[config.mk]
export PLATFORM = sky130hd
export DESIGN_NAME = wb_port_scheduler
export DESIGN_NICKNAME = d
export VERILOG_FILES = /design/src/rtl/wb_port_scheduler.sv
export SDC_FILE = /design/constraint.sdc
export NUM_CORES = 1
export LEC_CHECK = 0
export CORE_AREA = 4 4 121 123
export CTS_CLUSTER_DIAMETER = 120
export DETAILED_ROUTE_END_ITERATION = 10
export DIE_AREA = 0 0 125 127
export HOLD_SLACK_MARGIN = 0.08
export SYNTH_ARGS = -nofsm -noshare
export SYNTH_HDL_FRONTEND = slang
export SYNTH_SLANG_ARGS = --single-unit
[constraint.sdc]
create_clock -name clk -period 1.56 [get_ports clk]
set_input_delay 0.156 -clock clk [delete_from_list [all_inputs] [get_ports clk]]
set_output_delay 0.156 -clock clk [all_outputs]
set_load 0.02 [all_outputs]
[src/rtl/wb_port_scheduler.sv]
// Y86-64 write-back scheduler: serializes dstE/dstM onto one register-file port and owns the RUN/HALTED status.
// Optional perf counters (retired_cnt, wb_stall_cnt) are built only when WB_PERF_EN is defined.
module wb_port_scheduler (
  input  logic        clk,
  input  logic        rst_n,
  input  logic [1:0]  W_stat,
  input  logic [3:0]  W_icode,
  input  logic [63:0] W_valE,
  input  logic [63:0] W_valM,
  input  logic [3:0]  W_dstE,
  input  logic [3:0]  W_dstM,
  output logic        rf_we,
  output logic [3:0]  rf_dst,
  output logic [63:0] rf_data,
  output logic        wb_stall,
  output logic [1:0]  cpu_stat,
  output logic        halted,
  output logic [63:0] retired_cnt,
  output logic [31:0] wb_stall_cnt
);

  localparam logic [3:0] RNONE     = 4'hF;
  localparam logic [3:0] NOP_ICODE = 4'h1;
  localparam logic [1:0] STAT_AOK  = 2'b00;

  typedef enum logic {ST_RUN = 1'b0, ST_HALTED = 1'b1} stat_state_e;
  typedef enum logic {PORT_FIRST = 1'b0, PORT_SECOND = 1'b1} port_state_e;

  stat_state_e stat_q, stat_d;
  port_state_e port_q, port_d;
  logic [1:0]  cpu_stat_q, cpu_stat_d;
  logic        dste_vld_s, dstm_vld_s, live_s, retire_s;

  assign dste_vld_s = (W_dstE != RNONE);
  assign dstm_vld_s = (W_dstM != RNONE);
  assign live_s     = (W_stat == STAT_AOK);

  // Next-state for both FSMs and the combinational write-port drive
  always_comb begin
    stat_d     = stat_q;
    port_d     = port_q;
    cpu_stat_d = cpu_stat_q;
    rf_we      = 1'b0;
    rf_dst     = RNONE;
    rf_data    = 64'd0;
    wb_stall   = 1'b0;
    if (rst_n) begin
      case (stat_q)
        ST_RUN: begin
          if (!live_s) begin
            stat_d     = ST_HALTED;
            cpu_stat_d = W_stat;
          end else begin
            stat_d     = ST_RUN;
          end
          case (port_q)
            PORT_SECOND: begin
              // W is held, so the M half still completes even on a late fault
              rf_we   = 1'b1;
              rf_dst  = W_dstM;
              rf_data = W_valM;
              port_d  = PORT_FIRST;
            end
            PORT_FIRST: begin
              if (!live_s) begin
                port_d = PORT_FIRST;
              end else if (dste_vld_s && dstm_vld_s) begin
                if (W_dstE == W_dstM) begin
                  rf_we   = 1'b1;
                  rf_dst  = W_dstM;
                  rf_data = W_valM;
                end else begin
                  rf_we    = 1'b1;
                  rf_dst   = W_dstE;
                  rf_data  = W_valE;
                  wb_stall = 1'b1;
                  port_d   = PORT_SECOND;
                end
              end else if (dste_vld_s) begin
                rf_we   = 1'b1;
                rf_dst  = W_dstE;
                rf_data = W_valE;
              end else if (dstm_vld_s) begin
                rf_we   = 1'b1;
                rf_dst  = W_dstM;
                rf_data = W_valM;
              end else begin
                rf_we   = 1'b0;
              end
            end
            default: port_d = PORT_FIRST;
          endcase
        end
        ST_HALTED: begin
          stat_d = ST_HALTED;
          port_d = PORT_FIRST;
        end
        default: begin
          stat_d = ST_HALTED;
          port_d = PORT_FIRST;
        end
      endcase
    end else begin
      rf_we    = 1'b0;
      rf_dst   = RNONE;
      rf_data  = 64'd0;
      wb_stall = 1'b0;
    end
  end

  // Status and port state registers
  always_ff @(posedge clk or negedge rst_n) begin
    if (!rst_n) begin
      stat_q     <= ST_RUN;
      port_q     <= PORT_FIRST;
      cpu_stat_q <= 2'b00;
    end else begin
      stat_q     <= stat_d;
      port_q     <= port_d;
      cpu_stat_q <= cpu_stat_d;
    end
  end

  assign cpu_stat = cpu_stat_q;
  assign halted   = (stat_q == ST_HALTED);

  // Final write-back cycle of a live, non-bubble instruction
  assign retire_s = (stat_q == ST_RUN) && live_s && (W_icode != NOP_ICODE) && !wb_stall && rst_n;

`ifdef WB_PERF_EN
  logic [63:0] retired_cnt_q, retired_cnt_d;
  logic [31:0] stall_cnt_q, stall_cnt_d;

  // Counter next-state: retirement wraps, stall count saturates
  always_comb begin
    retired_cnt_d = retired_cnt_q;
    stall_cnt_d   = stall_cnt_q;
    if (retire_s) begin
      retired_cnt_d = retired_cnt_q + 64'd1;
    end else begin
      retired_cnt_d = retired_cnt_q;
    end
    if (wb_stall && (stall_cnt_q != 32'hFFFF_FFFF)) begin
      stall_cnt_d = stall_cnt_q + 32'd1;
    end else begin
      stall_cnt_d = stall_cnt_q;
    end
  end

  // Counter registers
  always_ff @(posedge clk or negedge rst_n) begin
    if (!rst_n) begin
      retired_cnt_q <= 64'd0;
      stall_cnt_q   <= 32'd0;
    end else begin
      retired_cnt_q <= retired_cnt_d;
      stall_cnt_q   <= stall_cnt_d;
    end
  end

  assign retired_cnt  = retired_cnt_q;
  assign wb_stall_cnt = stall_cnt_q;
`else
  logic unused_perf_s;
  assign unused_perf_s = retire_s;
  assign retired_cnt   = 64'd0;
  assign wb_stall_cnt  = 32'd0;
`endif

endmodule

---- Word level (Yosys, flattened, before mapping) ----
Index checks and enable logic that the tools add are counted.
word-level totals
  bits of input ports ..................... 144
  logic and storage cells ................. 45
  register bits ........................... 4
  output and inout port bits .............. 169
cells by class
  equality and inequality tests ........... 3
  mux-type cells .......................... 33
  reduce and logical (&&, ||, !) cells .... 3
  bitwise gates (word level) .............. 3
operator list
  cell                count
  $mux 64             7
  $pmux 64 s2         1
  $mux 4              7
  $mux 1              13
  $ne 4x4->1 const B  2
  $pmux 1 s2          4
  $pmux 4 s2          1
  $eq 4x4->1          1
  $not 1->1           3
  $reduce_and 3->1    1
  $logic_not 2->1     1
  $logic_and 1x1->1   1

---- Logic depth before layout (Yosys ltp) ----
  depth in word-level cells ............... 8
  gate-level depth with buffers ........... 7
  mapped depth without buffers ............ 4

---- Worst setup path after synthesis ----
Ideal clock, no wire load.
  path type ............................... reg-to-output
  start point ............................. register stat_q (netlist: halted)
  end point ............................... output rf_data[54]
  stages on the path, launching flop included .. 6
  buffers on the path ..................... 1
  arrival ................................. 1.800 ns
  data required time ...................... 1.404 ns
  slack ................................... -0.396 ns
  cells stage by stage .................... dfrtp_1 and2b_1 o21a_1 o31a_1 clkbuf_1 o221a_1
between the ends
  longest elaborated chain between the ends .. 2
RTL lines
  item                      line  text
  start: declaration        29    stat_state_e stat_q, stat_d;
  start signal: assignment  118   stat_q <= stat_d;
  $mux 64                   48    case (stat_q)
  $mux 64                   47    if (rst_n) begin
  end: declaration          14    output logic [63:0] rf_data,
No other way between the ends.

---- Worst setup path in the final report ----
  start point ............................. register port_q
  end point ............................... output rf_data[43]
between the ends
  longest elaborated chain between the ends .. 4
RTL lines
  item                      line  text
  start: declaration        30    port_state_e port_q, port_d;
  start signal: assignment  119   port_q <= port_d;
  $not 1->1                 -
  $pmux 64 s2 *             56    case (port_q)
  $mux 64 *                 48
  $mux 64 *                 47
Every way passes the cells marked *; elsewhere a longest branch is shown, timed or not.

==> results.toml <==
[floorplanning]
pin_count = 313
die_w_um = 125
initial_core_util_pct = 14.3
rows = 43
die_h_um = 127
core-area_um2 = 13700
die_area_um2 = 15900

[routing]
viasPerCell = 3.83
via_count = 2435
drt_iter0_markers = 28
wire_per_inst_um = 15.9
first_pass_iters = 4
wirelength_um = 10100
detail-route-antenna-nets = 0
drc = 0

[timing]
hold_violations = 0
layout_min_cycle_time_ns = 2.02
setup_violations = 66
skew_ns = 0.00533
rsz0062_at_grt = "yes"
timing.final.crit_share_pct = 129
fmax_ghz = 0.495
fin_ws_ns = -0.459
slew_violations = 0

[critical_path]
endpoint_kind = "output pin"
required_ns = 1.40
cp.arrival_ns = 1.86
r2r-start = "port_q"
crit_path_max_fanout = 8
rr_worst_depth = 5
crit_family = "compound AO/OA/AOI/OAI gates"
crit_buf_inv = 4
setup.worst_path.class = "register to output pin"
reg2reg_to = "port_q"
slowest_delay_ns = 0.39
crit_path_start_kind = "register"
cp_num_cells = 8
worstSetupStartpoint = "port_q"
crit_end = "rf_data[43]"
cp_cell_sequence = "a41oi_4, o41a_4, nor2_8, buf_12, buf_8, buf_16, o221a_4, buf_6"
slowest_stage = "dfrtp_1"
rrSetupSlack_ns = 0.31

[global_routing]
grt_antenna_before_repair = 0
grt_pass1_vias = 2444
gr-usage-all-layers_pct = 11.4
overflow = 0
grt_start_max_net_pins = 36
grt_pass1_wl_um = 14500

[power_and_ir_drop]
power_w = 0.00153
powerDensity_nw_per_um2 = 305
peakVddDrop_mv = 0.984
total_leakage_power_nw = 2.05

[logic_synthesis]
netlist_area_um2 = 1960
yosys.cell_types.count = 23
ys.flop_type = "dfrtp_1"
yosysSeqAreaShare_pct = 5.12
synth_top_area_share_pct = 36.8
synth_common_cells = "buf_4 (96), o221a_1 (60), buf_6 (12)"
synth_warnings = 0
synth_edf_count = 0
yosys.cell_count.top_type = "buf_4"
synth_cells = 221
synth_area_leader_cell = "buf_4"
avgSynthCellArea_um2 = 8.85
synthArstFlopShare_pct = 100
synth_seq_cells = 4
synthTopCellsByArea = "buf_4 (37%), o221a_1 (35%), buf_6 (6.9%)"

[cts]
clock_latency_ns = 0.23
cts_tree = "yes"
htreeDepth = 1
clockBufferDepth = 2
cts.sinks = 4
cts_root_buffer = "clkbuf_16"
cts_hold_buf = 0
clk_pin_slew_ns = 0.03
cts_made_buffers = 3

[placement]
place_congestion = 0.892
port_buffers = 212
post-place-ws_ns = -1.17
dp_hpwl_um = 7790
dpl-instance-area_um2 = 4590

[layout]
areaGrowthSynthToFinish_pct = 157
num-fill-cells = 1344
nNetsFinal = 600
drive_above_1_share_pct = 42.6
final_util_pct = 36.7
final_area_um2 = 5020
num_antenna_cells = 0

[outcome]
status = "finished with violations"
violations = "setup timing"

[flow_run]
maxCapViolCount = 0

[worst_hold_path]
hold_path_class = "input pin to async pin"
-- through the flow --
| stage | hold slack (ns) | setup TNS (ns) | std cells |
|---|---|---|---|
| 6_report | 0.234 | -25.57 | 635 |
| 5_1_grt | 0.274 | -29.90 | 635 |
| 4_1_cts | 0.232 | -27.48 | 638 |
| 3_5_place_dp | 0.468 | -77.27 | 619 |
| 3_3_place_gp | 0.467 | -76.26 | 619 |
| 2_1_floorplan | -0.140 | -8.36 | 316 |
-- cell usage in the layout, fill, tap and decap left out, drive strengths merged, types with 4 or more instances in the layout --
cell type	n
o221a	64
buf	114
dfrtp	4
o22ai	5
clkdlybuf4s50	134
clkbuf	4
conb	96
xor2	4
nor2	4
nand2	10
-- registers in the layout (all words and copies together) (netlist names) --
name	count
halted	1
port_q	1
cpu_stat	2
-- worst min-delay path by stage --
| stage | from | endpoint | slack [ns] | cells past startpoint |
|---|---|---|---|---|
| 2_1_floorplan | rst_n | cpu_stat[0] | -0.14 | 0 |
| 3_3_place_gp | rst_n | cpu_stat[0] | 0.47 | 2 |
| 3_5_place_dp | rst_n | cpu_stat[1] | 0.47 | 2 |
| 4_1_cts | rst_n | port_q | 0.23 | 2 |
| 5_1_grt | rst_n | halted | 0.27 | 2 |
| 6_report | rst_n | port_q | 0.23 | 2 |
-- routing by layer --
metal | share of wire [%] | vias to the layer above | global-route usage [%]
li1 | - | 1137 | -
met1 | 34 | 1127 | 12.4
met2 | 56 | 159 | 22.5
met3 | 8.0 | 12 | 2.34
met4 | 1.7 | 0 | 2.36
met5 | 0 | - | 0
-- timing repair --
| action | CTS | global route |
|---|---|---|
| cloned | 7 | 0 |
| pin swaps | 45 | 2 |
| buffers inserted | 9 | 0 |
| gates resized for setup | 460 | 4 |
| setup endpoints to repair | 71 | 70 |
-- logic make-up (layout without fill, tap and decap cells) --
group                  after synthesis  in the layout  synth area share, %
buffers and inverters              118            257                 46.0
AO/OA/AOI/OAI                       74             74                 41.4
AND/OR/NAND/NOR                     20             20                 5.43
XOR/XNOR                             4              4                 1.79
flip-flops                           4              4                 5.12
other                                1             96                0.192
-- power breakdown --
part | switching, W | total, W | internal (W) | leakage, nW
Combinational | 0.000517 | 0.000997 | 0.000481 | 1.97
Sequential | 0.00000611 | 0.000120 | 0.000114 | 0.0467
Clock | 0.0000763 | 0.000414 | 0.000338 | 0.0382
Total | 0.000599 | 0.00153 | 0.000932 | 2.05
-- area by class of cell --
cell class	instances	area, um2	share of cell area (%)
tap	180	225	4.49
multi-input combinational	194	1920	38.2
timing repair buffer	252	2690	53.7
clock buffer	4	78.8	1.57
inverter	1	3.75	0.0748
sequential	4	101	2.02
(Power assumes the default switching activity.)
